File: src/rtl/mac_rx_deframer_if.sv
// Receive-side MII byte stream in, deframed payload and per-frame status out.
interface mac_rx_deframer_if;
    logic        rxdv;
    logic [7:0]  rxd;
    logic        rxer;
    logic        rx_valid;
    logic [7:0]  rx_data;
    logic        rx_sof;
    logic        rx_done;
    logic        rx_good;
    logic [4:0]  rx_err;
    logic [10:0] rx_len;
    logic [47:0] rx_dst;
    logic [47:0] rx_src;
    logic [15:0] rx_type;

    modport slave (
        input  rxdv, rxd, rxer,
        output rx_valid, rx_data, rx_sof, rx_done, rx_good, rx_err, rx_len,
               rx_dst, rx_src, rx_type
    );

    modport master (
        output rxdv, rxd, rxer,
        input  rx_valid, rx_data, rx_sof, rx_done, rx_good, rx_err, rx_len,
               rx_dst, rx_src, rx_type
    );
endinterface

File: src/rtl/mac_rx_deframer.sv
// Ethernet receive deframer: strips preamble/SFD/FCS, filters on destination,
// checks CRC-32 and streams payload with a one-cycle end-of-frame status strobe.
module mac_rx_deframer #(
    parameter logic [47:0] MAC_ADDR  = 48'h020000000001,
    parameter bit          PROMISC   = 1'b0,
    parameter int          PRE_MIN   = 1,
    parameter int          MAX_FRAME = 1518
) (
    input  logic              in_rxc,
    input  logic              in_rst,
    mac_rx_deframer_if.slave  rx
);

    localparam logic [7:0]  PRE_MIN_C   = 8'(PRE_MIN);
    localparam logic [10:0] MAX_K       = 11'(MAX_FRAME);
    localparam logic [31:0] CRC_RESIDUE = 32'hDEBB20E3;

    typedef enum logic [2:0] {S_IDLE, S_PRE, S_FRAME, S_DROP, S_DROP_END} state_t;

    function automatic logic [31:0] crc_byte(input logic [31:0] c, input logic [7:0] d);
        logic [31:0] r;
        r = c;
        for (int i = 0; i < 8; i++)
            r = (r[0] ^ d[i]) ? ((r >> 1) ^ 32'hEDB88320) : (r >> 1);
        return r;
    endfunction

    function automatic logic [10:0] sat_len(input logic [10:0] total);
        return (total >= 11'd18) ? (total - 11'd18) : 11'd0;
    endfunction

    function automatic logic [10:0] sat_inc(input logic [10:0] v);
        return (v == 11'h7FF) ? v : (v + 11'd1);
    endfunction

    state_t      state, state_nxt;
    logic        armed;
    logic [7:0]  precnt;
    logic [10:0] k;
    logic [31:0] crc;
    logic [7:0]  dly [4];
    logic [47:0] dst, src;
    logic [15:0] etype;
    logic        addr_miss, giant, rxer_f, first_pl;

    logic        start_pre, pre_inc, start_frame, frame_byte, frame_end, giant_hit, emit;
    logic [47:0] dst_full;
    logic        miss_now;
    logic [4:0]  err_now;

    logic        vld_p1, sof_p1, done_p1, good_p1;
    logic [7:0]  data_p1;
    logic [4:0]  err_p1;
    logic [10:0] len_p1;

    assign dst_full = {dst[39:0], rx.rxd};
    assign miss_now = !PROMISC && (dst_full != MAC_ADDR) && (dst_full != 48'hFFFF_FFFF_FFFF);
    assign err_now  = {addr_miss, giant, (k < 11'd64), rxer_f, (crc != CRC_RESIDUE)};
    assign emit     = frame_byte && !giant_hit && !addr_miss && (k >= 11'd18);

    always_ff @(posedge in_rxc) begin
        if (in_rst) begin
            state <= S_IDLE;
            armed <= 1'b0;
        end else begin
            state <= state_nxt;
            if (!rx.rxdv) armed <= 1'b1;
        end
    end

    always_comb begin
        state_nxt   = state;
        start_pre   = 1'b0;
        pre_inc     = 1'b0;
        start_frame = 1'b0;
        frame_byte  = 1'b0;
        frame_end   = 1'b0;
        giant_hit   = 1'b0;
        case (state)
            S_IDLE: begin
                if (armed && rx.rxdv && rx.rxd == 8'h55) begin
                    state_nxt = S_PRE;
                    start_pre = 1'b1;
                end
            end
            S_PRE: begin
                if (!rx.rxdv) begin
                    state_nxt = S_IDLE;
                end else if (rx.rxd == 8'h55) begin
                    pre_inc = 1'b1;
                end else if (rx.rxd == 8'hD5 && precnt >= PRE_MIN_C) begin
                    state_nxt   = S_FRAME;
                    start_frame = 1'b1;
                end else begin
                    state_nxt = S_DROP;
                end
            end
            S_FRAME: begin
                if (!rx.rxdv) begin
                    state_nxt = S_IDLE;
                    frame_end = 1'b1;
                end else begin
                    frame_byte = 1'b1;
                    if (k == MAX_K) begin
                        giant_hit = 1'b1;
                        state_nxt = S_DROP_END;
                    end
                end
            end
            S_DROP: begin
                if (!rx.rxdv) state_nxt = S_IDLE;
            end
            S_DROP_END: begin
                if (!rx.rxdv) begin
                    state_nxt = S_IDLE;
                    frame_end = 1'b1;
                end
            end
            default: state_nxt = S_IDLE;
        endcase
    end

    // Stage p0: byte counter, header capture and frame flags
    always_ff @(posedge in_rxc) begin
        if (in_rst) begin
            precnt    <= 8'd0;
            k         <= 11'd0;
            addr_miss <= 1'b0;
            giant     <= 1'b0;
            rxer_f    <= 1'b0;
            first_pl  <= 1'b0;
            dst       <= 48'd0;
            src       <= 48'd0;
            etype     <= 16'd0;
        end else begin
            if (start_pre)
                precnt <= 8'd1;
            else if (pre_inc && precnt != 8'hFF)
                precnt <= precnt + 8'd1;
            if (start_frame) begin
                k         <= 11'd0;
                addr_miss <= 1'b0;
                giant     <= 1'b0;
                rxer_f    <= 1'b0;
                first_pl  <= 1'b1;
            end
            if (frame_byte) begin
                k <= sat_inc(k);
                if (k < 11'd6)
                    dst <= dst_full;
                else if (k < 11'd12)
                    src <= {src[39:0], rx.rxd};
                else if (k < 11'd14)
                    etype <= {etype[7:0], rx.rxd};
                if (k == 11'd5) addr_miss <= miss_now;
                if (rx.rxer) rxer_f <= 1'b1;
                if (giant_hit) giant <= 1'b1;
                if (emit) first_pl <= 1'b0;
            end
        end
    end

    // The four newest bytes are held back so the trailing FCS is never emitted.
    always_ff @(posedge in_rxc) begin
        if (start_frame)
            crc <= 32'hFFFF_FFFF;
        else if (frame_byte)
            crc <= crc_byte(crc, rx.rxd);
        if (frame_byte) begin
            dly[0] <= rx.rxd;
            dly[1] <= dly[0];
            dly[2] <= dly[1];
            dly[3] <= dly[2];
        end
    end

    // Stage p1: registered payload strobe and end-of-frame status
    always_ff @(posedge in_rxc) begin
        if (in_rst) begin
            vld_p1  <= 1'b0;
            sof_p1  <= 1'b0;
            data_p1 <= 8'd0;
            done_p1 <= 1'b0;
            good_p1 <= 1'b0;
            err_p1  <= 5'd0;
            len_p1  <= 11'd0;
        end else begin
            vld_p1  <= emit;
            sof_p1  <= emit && first_pl;
            done_p1 <= frame_end;
            good_p1 <= frame_end && (err_now == 5'd0);
            if (emit) data_p1 <= dly[3];
            if (frame_end) begin
                err_p1 <= err_now;
                len_p1 <= sat_len(k);
            end
        end
    end

    assign rx.rx_valid = vld_p1;
    assign rx.rx_data  = data_p1;
    assign rx.rx_sof   = sof_p1;
    assign rx.rx_done  = done_p1;
    assign rx.rx_good  = good_p1;
    assign rx.rx_err   = err_p1;
    assign rx.rx_len   = len_p1;
    assign rx.rx_dst   = dst;
    assign rx.rx_src   = src;
    assign rx.rx_type  = etype;

endmodule
File: src/flat_wrapper.sv
// flat-port wrapper written by rule: the top's interface ports become plain ports
module mac_rx_deframer_flat 
#(
    parameter logic [47:0] MAC_ADDR  = 48'h020000000001,
    parameter bit          PROMISC   = 1'b0,
    parameter int          PRE_MIN   = 1,
    parameter int          MAX_FRAME = 1518
)
  (in_rxc, in_rst, rx_rxdv, rx_rxd, rx_rxer, rx_rx_valid, rx_rx_data, rx_rx_sof, rx_rx_done, rx_rx_good, rx_rx_err, rx_rx_len, rx_rx_dst, rx_rx_src, rx_rx_type);
  mac_rx_deframer_if rx_i ();
  input  logic in_rxc;
  input  logic in_rst;
  input wire logic [$bits(rx_i.rxdv)-1:0] rx_rxdv;
  input wire logic [$bits(rx_i.rxd)-1:0] rx_rxd;
  input wire logic [$bits(rx_i.rxer)-1:0] rx_rxer;
  output wire logic [$bits(rx_i.rx_valid)-1:0] rx_rx_valid;
  output wire logic [$bits(rx_i.rx_data)-1:0] rx_rx_data;
  output wire logic [$bits(rx_i.rx_sof)-1:0] rx_rx_sof;
  output wire logic [$bits(rx_i.rx_done)-1:0] rx_rx_done;
  output wire logic [$bits(rx_i.rx_good)-1:0] rx_rx_good;
  output wire logic [$bits(rx_i.rx_err)-1:0] rx_rx_err;
  output wire logic [$bits(rx_i.rx_len)-1:0] rx_rx_len;
  output wire logic [$bits(rx_i.rx_dst)-1:0] rx_rx_dst;
  output wire logic [$bits(rx_i.rx_src)-1:0] rx_rx_src;
  output wire logic [$bits(rx_i.rx_type)-1:0] rx_rx_type;
  assign rx_i.rxdv = rx_rxdv;
  assign rx_i.rxd = rx_rxd;
  assign rx_i.rxer = rx_rxer;
  assign rx_rx_valid = rx_i.rx_valid;
  assign rx_rx_data = rx_i.rx_data;
  assign rx_rx_sof = rx_i.rx_sof;
  assign rx_rx_done = rx_i.rx_done;
  assign rx_rx_good = rx_i.rx_good;
  assign rx_rx_err = rx_i.rx_err;
  assign rx_rx_len = rx_i.rx_len;
  assign rx_rx_dst = rx_i.rx_dst;
  assign rx_rx_src = rx_i.rx_src;
  assign rx_rx_type = rx_i.rx_type;
  mac_rx_deframer #(.MAC_ADDR(MAC_ADDR), .PROMISC(PROMISC), .PRE_MIN(PRE_MIN), .MAX_FRAME(MAX_FRAME)) u_core (.in_rxc(in_rxc), .in_rst(in_rst), .rx(rx_i));
endmodule
File: config.mk
export PLATFORM = sky130hd
export DESIGN_NAME = mac_rx_deframer_flat
export DESIGN_NICKNAME = d
export VERILOG_FILES = /design/src/rtl/mac_rx_deframer_if.sv /design/src/rtl/mac_rx_deframer.sv /design/src/flat_wrapper.sv
export SDC_FILE = /design/constraint.sdc
export NUM_CORES = 1
export LEC_CHECK = 0
export BUFFER_PORTS_ARGS = -buffer_cell sky130_fd_sc_hd__buf_4
export CORE_MARGIN = 1
export CORE_UTILIZATION = 25
export DETAILED_ROUTE_END_ITERATION = 7
export SLEW_MARGIN = 20
export SYNTH_ARGS = -nofsm -noshare
export SYNTH_HDL_FRONTEND = slang
export SYNTH_SLANG_ARGS = --single-unit
File: constraint.sdc
create_clock -name in_rxc -period 2.3 [get_ports in_rxc]
set_input_delay 0.23 -clock in_rxc [delete_from_list [all_inputs] [get_ports in_rxc]]
set_output_delay 0.23 -clock in_rxc [all_outputs]
set_load 0.1 [all_outputs]
==> results of run 1 <==
state kept, by name (all words and copies together) (netlist names), 3 cells and up:
signal             cells
u_core.rx.rx_data      8
u_core.precnt          8
u_core.rx.rx_err       5
u_core.crc            32
u_core.rx.rx_dst      48
u_core.k              11
u_core.dly            32
u_core.rx.rx_len      11
u_core.rx.rx_src      48
u_core.state           3
u_core.rx.rx_type     16
critical path, delay by kind of cell, from the launching register on:
kind	cells	cell delay, ns
DFF	1	0.34
and+or+nand+nor	4	1.71
power by group:
| group | leakage (nW) | internal (W) | total (W) | switching [W] |
|---|---|---|---|---|
| clock network | 0.449 | 0.00275 | 0.00447 | 0.00173 |
| registers | 1.89 | 0.00409 | 0.00410 | 0.00000970 |
| logic | 2.14 | 0.000214 | 0.000487 | 0.000273 |
| total | 4.48 | 0.00705 | 0.00906 | 0.00201 |
cell families (layout without fill, tap and decap cells):
group	Yosys count	count (layout)	share of synthesized area, %
compound gates	202	202	12.3
xor+xnor	87	87	10.6
flops	231	231	51.0
buf+inv	90	251	3.72
simple gates	445	445	20.6
mux	5	5	0.542
fa+ha+maj	9	9	1.16
final cells by class:
| type | count | share of cell area (%) |
|---|---|---|
| Inverter | 17 | 0.532 |
| Tap cell | 511 | 5.13 |
| Multi-Input combinational cell | 748 | 35.6 |
| Sequential cell | 231 | 39.7 |
| Clock inverter | 16 | 1.85 |
| Timing Repair Buffer | 186 | 11.6 |
| Clock buffer | 32 | 5.65 |
per-stage QoR:
step / hold WS [ns] / power (W) / instance area [um^2] / setup slack [ns] / utilization [%]
final: 0.0463 / 0.00906 / 12500 / 0.111 / 32.8
after detailed placement: 0.405 / 0.00467 / 11500 / 0.0598 / 30.2
after CTS: 0.0360 / 0.00916 / 12400 / 0.107 / 32.8
after global routing: 0.0355 / 0.00934 / 12500 / 0.00336 / 32.8
after global placement: 0.400 / 0.00467 / 11500 / 0.103 / 30.2
after floorplan: 0.326 / 0.00455 / 9700 / 0.131 / -
metal layers:
metal	up-vias	part of all wire (%)
met4	0	2.0
li1	3945	-
met3	38	6.3
met5	-	0
met2	252	47
met1	3805	45
Yosys cell counts, types with 2 or more instances:
| cell | n |
|---|---|
| a211oi_1 | 2 |
| a21oi_1 | 136 |
| a22o_1 | 8 |
| a22oi_1 | 4 |
| a31oi_1 | 2 |
| a41oi_1 | 2 |
| and2_1 | 2 |
| and3_1 | 2 |
| and4_1 | 2 |
| buf_1 | 9 |
| buf_2 | 16 |
| clkbuf_1 | 46 |
| clkbuf_2 | 2 |
| dfxtp_1 | 199 |
| edfxtp_1 | 32 |
| ha_1 | 9 |
| inv_1 | 16 |
| mux2_2 | 2 |
| mux2i_1 | 3 |
| nand2_1 | 284 |
| nand2b_1 | 5 |
| nand3_1 | 19 |
| nand3b_1 | 4 |
| nand4_1 | 22 |
| nand4b_1 | 3 |
| nor2_1 | 39 |
| nor2b_1 | 3 |
| nor3_1 | 16 |
| nor3_2 | 2 |
| nor4_1 | 21 |
| nor4b_1 | 4 |
| nor4bb_1 | 2 |
| o211ai_1 | 30 |
| o211ai_2 | 2 |
| o21ai_0 | 7 |
| o311ai_1 | 2 |
| or3_1 | 7 |
| or4_1 | 2 |
| xnor2_1 | 39 |
| xnor2_2 | 4 |
| xnor2_4 | 8 |
| xnor3_1 | 3 |
| xor2_1 | 29 |
| xor2_2 | 2 |
repair_timing:
| item | CTS | global route |
|---|---|---|
| setup buffers | 0 | 0 |
| resized for setup | 0 | 4 |
| setup endpoints to repair | 0 | 50 |
| hold endpoints to repair | 3 | 0 |
| hold buffers | 3 | 0 |
worst paths after layout:
kind,start,to,slack [ns]
setup reg to reg,u_core.crc[29],u_core.rx.rx_good,0.11
hold reg to reg,u_core.dly[1][0],u_core.dly[2][0],0.42
hold / removal,rx_rxd[4],u_core.rx.rx_type[4],0.05
setup / recovery,u_core.crc[29],u_core.rx.rx_good,0.11
==> flow_summary.ini, run 1 <==
[clock_tree]
cts_sinks = 231
cts_made_buffers = 26
clk_pin_slew_ns = 0.06
clk_path_buf_depth = 3
cts-htree-levels = 1
cts_tree = built
root_buffer = clkbuf_16
clkLatencyLatePin_ns = 0.55

[global_route]
grt_start_max_net_pins = 66
grt_use_met3_pct = 2.46
grt_pass1_vias = 7254
antenna_found_initial = 0
use_met1_pct = 18.5
grt_usage_pct = 13.3
grt_pass1_wl_um = 41500
gr-max-usage-layer = met2
grt_overflow = 0
met2_usage_pct = 21.1

[logic_synthesis]
syn_area_um2 = 9700
synth_edf_count = 32
ys_seq_area_share_pct = 51.0
syn_avg_cell_area_um2 = 9.07
syn-num-nets = 1090
synth.area.top_cells = dfxtp_1 41%, nand2_1 11%, edfxtp_1 9.9%
synthFlopType = dfxtp_1
yosysWarnings = 0
synth_top_area_cell = dfxtp_1
netlist_instances = 1069
synth_top_area_share_pct = 41.1
ys_async_sr_fraction_pct = 0
synth_cell_types = 60
yosys_register_bits = 231

[worst_setup_path]
path_cells = or4b_2 -> nor4_1 -> nand4_1 -> nor4_1
critical_path_class = register to register
r2r_cells = 4
cpPeakStageDelay_ns = 0.71
end_kind = register
required_ns = 2.70
crit_path_max_fanout = 3
start_kind = register
cp.arrival_ns = 2.59
critPathMostFrequentCell = nor4_1
slowest_stage = or4b_2

[cells_and_area]
drive_above_1_share_pct = 21.4
nNetsFinal = 1231
final-seq-area_um2 = 4950
nFillCells = 3938
layout_commonest_cell = nand2_1
finalNonFillerCells = 1741
final_cell_mix = 284 x nand2_1, 198 x dfxtp_1, 180 x buf_4, 136 x a21oi_1
syn2layout_area_growth_pct = 28.4
multiInputGateArea_um2 = 4430
diodes = 0

[placed_design]
io_buffers = 151
hpwl_um = 18400
place.gp.congestion = 0.835
place_inst = 1690

[floorplan]
core_area_um2 = 37900
num_io_pins = 152
initial_core_util_pct = 25.6
core.rowCount = 71
die_x_um = 199
fp.dieH_um = 199
dieArea_um2 = 39600

[hold_path]
worstHoldPathCells = 3
min_path_type = input port to register

[sta]
slew_headroom_pct = 54.3
fin_skew_ns = 0.0206
period_share_pct = 95.2
tns_ns = 0
setup_viol = 0
report.final.slew_viol_count = 0
tightest_slew_ns = 0.686
min_period_ns = 2.19
rsz0062_at_grt = no
hold_violations = 0
fmax_mhz = 457

[pwr]
power.density_nw_per_um2 = 727
power.static_leakage_nw = 4.48
peakVddDrop_mv = 0.489

[detailed_routing]
antenna_left = 0
drc = 0
vias = 8040
wl_per_cell_um = 15.6
dr.first_iter.drc_count = 635
drtPass1Iterations = 7
wl_um = 27100
vias_per_cell = 4.62

[flow_run]
cap_viol_max_count = 0

[status]
status = finished clean
(Power assumes the default switching activity.)
==> run 2, diff against run 1 <==
--- a/config.mk
+++ b/config.mk
@@ -5,6 +5,7 @@
 export SDC_FILE = /design/constraint.sdc
 export NUM_CORES = 1
 export LEC_CHECK = 0
+export ABC_AREA = 1
 export BUFFER_PORTS_ARGS = -buffer_cell sky130_fd_sc_hd__buf_4
 export CORE_MARGIN = 1
 export CORE_UTILIZATION = 25
==> flow_summary.ini, run 2 <==
[logic_synthesis]
yosys_register_bits = 231
synth_cell_types = 37
ys_async_sr_fraction_pct = 0
syn-num-nets = 1511
netlist_top_cells_count = 395 x nand2_1, 218 x nor2_1, 199 x dfxtp_1
yosysWarnings = 0
synth.area.top_cells = dfxtp_1 37%, nand2_1 14%, edfxtp_1 9.0%
synth_top_area_cell = dfxtp_1
syn_avg_cell_area_um2 = 7.15
synth_edf_count = 32
ys_seq_area_share_pct = 46.4
yosys.cell_count.top_type = nand2_1
netlist_instances = 1490
synthFlopType = dfxtp_1
synth_top_area_share_pct = 37.4
syn_area_um2 = 10700

[clock_tree]
clk_path_buf_depth = 3
cts_made_buffers = 25
root_buffer = clkbuf_16
clkLatencyLatePin_ns = 0.54
ctsHoldBuffers = 8
postCtsSetupRepairBufs = 0
cts-htree-levels = 1
post_cts_resized = 0
cts_tree = built
cts_sinks = 231
clk_pin_slew_ns = 0.06

[worst_setup_path]
required_ns = 2.77
crit_family = simple AND/OR/NAND/NOR gates
end_kind = register
critical_path_class = register to register
cpPeakStageDelay_ns = 0.39
path_buf_inv = 1
r2r_slack_ns = 0.25
cp.arrival_ns = 2.52
path_cells = ha_1 -> nor3_4 -> nand2_2 -> nand4_2 -> buf_4 -> o21ai_0 -> nor2_1
slowest_stage = buf_4
start_kind = register
crit_path_max_fanout = 48

[global_route]
grt_pass1_vias = 9261
grt_pass1_wl_um = 49900
gr-max-usage-layer = met2
grt_overflow = 0
grt_usage_pct = 14.0
met2_usage_pct = 21.6
antenna_found_initial = 0
grt_start_max_net_pins = 109
use_met1_pct = 19.1
grt_use_met3_pct = 3.56

[sta]
fmax_mhz = 488
tightest_slew_ns = 0.578
setup_viol = 0
fin_skew_ns = 0.0116
fin_ws_ns = 0.252
hold_violations = 0
slew_headroom_pct = 61.1
tns_ns = 0
min_period_ns = 2.05
period_share_pct = 89.0
rsz0062_at_grt = no
report.final.slew_viol_count = 0

[cells_and_area]
drive_above_1_share_pct = 14.7
diodes = 0
nNetsFinal = 1659
layout_commonest_cell = nand2_1
finalNonFillerCells = 2196
final_cell_mix = 395 x nand2_1, 218 x nor2_1, 199 x dfxtp_1, 173 x buf_4, 139 x inv_1
syn2layout_area_growth_pct = 24.5

[pwr]
power.density_nw_per_um2 = 982
power.static_leakage_nw = 5.95
netSwitchingPower_w = 0.00498
swShare_pct = 38.2
pwr-share-seq_pct = 37.6
intPower_w = 0.00805
totalPowerFinal_w = 0.0130
clock_power_share_pct = 30.9
comb_power_share_pct = 31.5
peakVddDrop_mv = 0.458

[detailed_routing]
wl_um = 31500
drc = 0
dr.first_iter.drc_count = 844
drtPass1Iterations = 5
wl_per_cell_um = 14.3
vias = 10100
vias_per_cell = 4.60
antenna_left = 0

[flow_run]
cap_viol_max_count = 0

[floorplan]
core.rowCount = 75
fp.dieH_um = 208
num_io_pins = 152
dieArea_um2 = 43400
die_x_um = 208
initial_core_util_pct = 25.4
core_area_um2 = 41900

[placed_design]
place.gp.congestion = 0.913
io_buffers = 151
hpwl_um = 22300
dp_slack_ns = 0.258
place_inst = 2142

[hold_path]
min_path_type = input port to register

[status]
status = finished clean
[run 2: per-stage QoR]
stage / hold WS, ns / util, % / cell area, um^2
after floorplan: 0.326 / - / 10700
after global placement: 0.401 / 29.5 / 12400
final: 0.0402 / 31.6 / 13300
after detailed placement: 0.405 / 29.5 / 12400
after CTS: 0.0213 / 31.6 / 13300
after global routing: 0.0358 / 31.6 / 13300
[run 2: worst register-to-register path, stage by stage (launching register included)]
cell and delay, ns:
dfxtp_1 0.38, ha_1 0.28, nor3_4 0.26, nand2_2 0.13
nand4_2 0.09, buf_4 0.39, o21ai_0 0.32, nor2_1 0.14
[run 2: power by group through the flow]
stage	logic, W	clock network (W)	registers [W]
2_1_floorplan	0.00235	0	0.00556
3_3_place_gp	0.00399	0	0.00496
3_5_place_dp	0.00403	0	0.00497
4_1_cts	0.00406	0.00413	0.00489
5_1_grt	0.00454	0.00429	0.00495
6_report	0.00410	0.00402	0.00490
[run 2: cell families (layout without fill, tap and decap cells)]
family	after synthesis	after routing	synth area share (%)
adders and majority gates	9	9	1.06
AOI/OAI and AO/OA	216	216	10.5
DFF	231	231	46.4
and+or+nand+nor	799	799	31.5
buffers and inverters	208	375	8.27
xor gates and xnor gates	27	27	2.22
[run 2: layer usage]
| metal | wire [um] | part of all wire, % | vias to the layer above |
|---|---|---|---|
| met5 | 0 | 0 | - |
| met4 | 869 | 2.8 | 0 |
| met3 | 2450 | 7.8 | 58 |
| met2 | 13500 | 43 | 330 |
| met1 | 14600 | 46 | 4633 |
| li1 | - | - | 5079 |
[run 2: cell type report]
type | count | area [um^2]
clock inverter | 12 | 101
clock buffer | 34 | 711
sequential | 231 | 4940
multi-input combinational | 1051 | 4830
tap | 539 | 674
fill | 4492 | 28700
timing repair buffer | 185 | 1460
inverter | 144 | 542
[run 2: final timing paths]
path,from,to,cells after the start
min,rx_rxd[4],u_core.dly[0][4],1
max reg2reg,u_core.k[2],u_core.rx.rx_src[1],7
min reg2reg,u_core.dly[0][0],u_core.dly[1][0],0
max,u_core.k[2],u_core.rx.rx_src[1],7
==> run 3, diff against run 2 <==
--- a/config.mk
+++ b/config.mk
@@ -7,9 +7,10 @@
 export LEC_CHECK = 0
 export ABC_AREA = 1
 export BUFFER_PORTS_ARGS = -buffer_cell sky130_fd_sc_hd__buf_4
-export CORE_MARGIN = 1
 export CORE_UTILIZATION = 25
+export CTS_BUF_LIST = sky130_fd_sc_hd__clkbuf_4 sky130_fd_sc_hd__clkbuf_8
 export DETAILED_ROUTE_END_ITERATION = 7
+export MAX_ROUTING_LAYER = met4
 export SLEW_MARGIN = 20
 export SYNTH_ARGS = -nofsm -noshare
 export SYNTH_HDL_FRONTEND = slang
==> flow_summary.ini, run 3 (synthesis results as in run 2) <==
[status]
status = finished clean

[sta]
rsz0062_at_grt = no
min_period_ns = 2.04
report.final.slew_viol_count = 0
setup_viol = 0
fmax_mhz = 490
fin_skew_ns = 0.0257
tns_ns = 0
fin_ws_ns = 0.257
tightest_slew_ns = 0.653
period_share_pct = 88.8
slew_headroom_pct = 56.0
hold_violations = 0
fin_hold_ws_ns = 0.0338

[clock_tree]
cts_sinks = 231
clk_path_buf_depth = 3
clk_pin_slew_ns = 0.06
cts-htree-levels = 2
cts_made_buffers = 42
cts_tree = built
postCtsSetupRepairBufs = 0
clkLatencyLatePin_ns = 0.57
root_buffer = clkbuf_8

[pwr]
power.density_nw_per_um2 = 980
intPower_w = 0.00810
peakVddDrop_mv = 0.409
power.static_leakage_nw = 6.03
comb_power_share_pct = 31.4
totalPowerFinal_w = 0.0131
swShare_pct = 38.1
pwr-share-seq_pct = 37.4
clock_power_share_pct = 31.2
netSwitchingPower_w = 0.00499

[placed_design]
io_buffers = 151
hpwl_um = 22300
dp_slack_ns = 0.266
dpl_cell_area_um2 = 12400
place.gp.congestion = 0.931

[flow_run]
cap_viol_max_count = 0

[detailed_routing]
vias = 10100
antenna_left = 0
dr.first_iter.drc_count = 835
vias_per_cell = 4.53
wl_um = 31600
drc = 0
wl_per_cell_um = 14.2
drtPass1Iterations = 5

[cells_and_area]
layout_commonest_cell = nand2_1
nNetsFinal = 1678
final_area_um2 = 13400
syn2layout_area_growth_pct = 25.4
final_cell_mix = 395 x nand2_1, 218 x nor2_1, 199 x dfxtp_1, 173 x buf_4, 139 x inv_1
nFillCells = 4433
drive_above_1_share_pct = 16.3

[floorplan]
dieArea_um2 = 43400
initial_core_util_pct = 25.4
core_area_um2 = 41900
fp.dieH_um = 208
core.rowCount = 75
num_io_pins = 152
die_x_um = 208

[global_route]
grt_usage_pct = 14.8
grt_overflow = 0
grt_pass1_wl_um = 50500
antenna_found_initial = 1
grt_pass1_vias = 9502
grt_start_max_net_pins = 109

[worst_setup_path]
crit_family = simple AND/OR/NAND/NOR gates
cpPeakStageDelay_ns = 0.49
required_ns = 2.74
rr_startpoint = u_core.k[6]
slowest_stage = o21ai_0
cp.arrival_ns = 2.48
path_buf_inv = 2
start_kind = register
crit_path_max_fanout = 48
critPathLaunch = u_core.k[6]
critical_path_class = register to register
path_cells = inv_1 -> nand3_2 -> nor2_2 -> nand4_2 -> buf_4 -> o21ai_0 -> nor2_1
end_kind = register

[hold_path]
min_path_type = input port to register
hold_start = in_rst
-- run 3: changes by cell type in the layout (fill, tap and decap cells not counted), moves of 2 or more --
cell	previous run	this run
clkinv_2	6	4
clkbuf_4	0	11
clkbuf_16	26	0
dlygate4sd3_1	8	10
clkbuf_8	3	52
clkbuf_1	5	0
-- run 3: layout make-up --
cell class / instances / area [um^2] / share of cell area (%)
Sequential cell: 231 / 4940 / 37.0
Multi-Input combinational cell: 1051 / 4830 / 36.2
Timing Repair Buffer: 187 / 1480 / 11.1
Clock buffer: 63 / 798 / 5.97
Tap cell: 539 / 674 / 5.05
Inverter: 144 / 542 / 4.06
Clock inverter: 9 / 87.6 / 0.656
Antenna cell: 1 / 2.50 / 0.0187
-- run 3: routing by layer --
| layer | part of all wire, % | global-route usage, % |
|---|---|---|
| met1 | 46 | 19.3 |
| met2 | 43 | 21.7 |
| met3 | 8.2 | 4.20 |
| met4 | 2.7 | 5.24 |
| met5 | 0 | - |
-- run 3: stage by stage --
stage,instances,util (%)
final,2225,31.9
after global routing,2225,31.9
after CTS,2224,31.8
after detailed placement,2142,29.5
after global placement,2142,29.5
after floorplan,1490,-
-- run 3: path summary, 6_finish.rpt --
path | to | slack [ns] | depth (start not counted)
hold reg to reg | u_core.dly[1][0] | 0.41 | 0
setup reg to reg | u_core.rx.rx_src[7] | 0.26 | 7
hold / removal | u_core.k[9] | 0.03 | 2
setup / recovery | u_core.rx.rx_src[7] | 0.26 | 7
-- run 3: power groups by stage --
| stage | clock network [W] | registers, W | logic [W] |
|---|---|---|---|
| global placement | 0 | 0.00496 | 0.00400 |
| floorplan | 0 | 0.00556 | 0.00235 |
| CTS | 0.00423 | 0.00489 | 0.00406 |
| detailed placement | 0 | 0.00497 | 0.00403 |
| finish | 0.00409 | 0.00490 | 0.00410 |
| global route | 0.00442 | 0.00495 | 0.00457 |
-- run 3: what timing repair did --
| action | in CTS | in global routing |
|---|---|---|
| endpoints found under the hold margin | 14 | 0 |
| resized for setup | 0 | 0 |
| hold buffers | 10 | 0 |
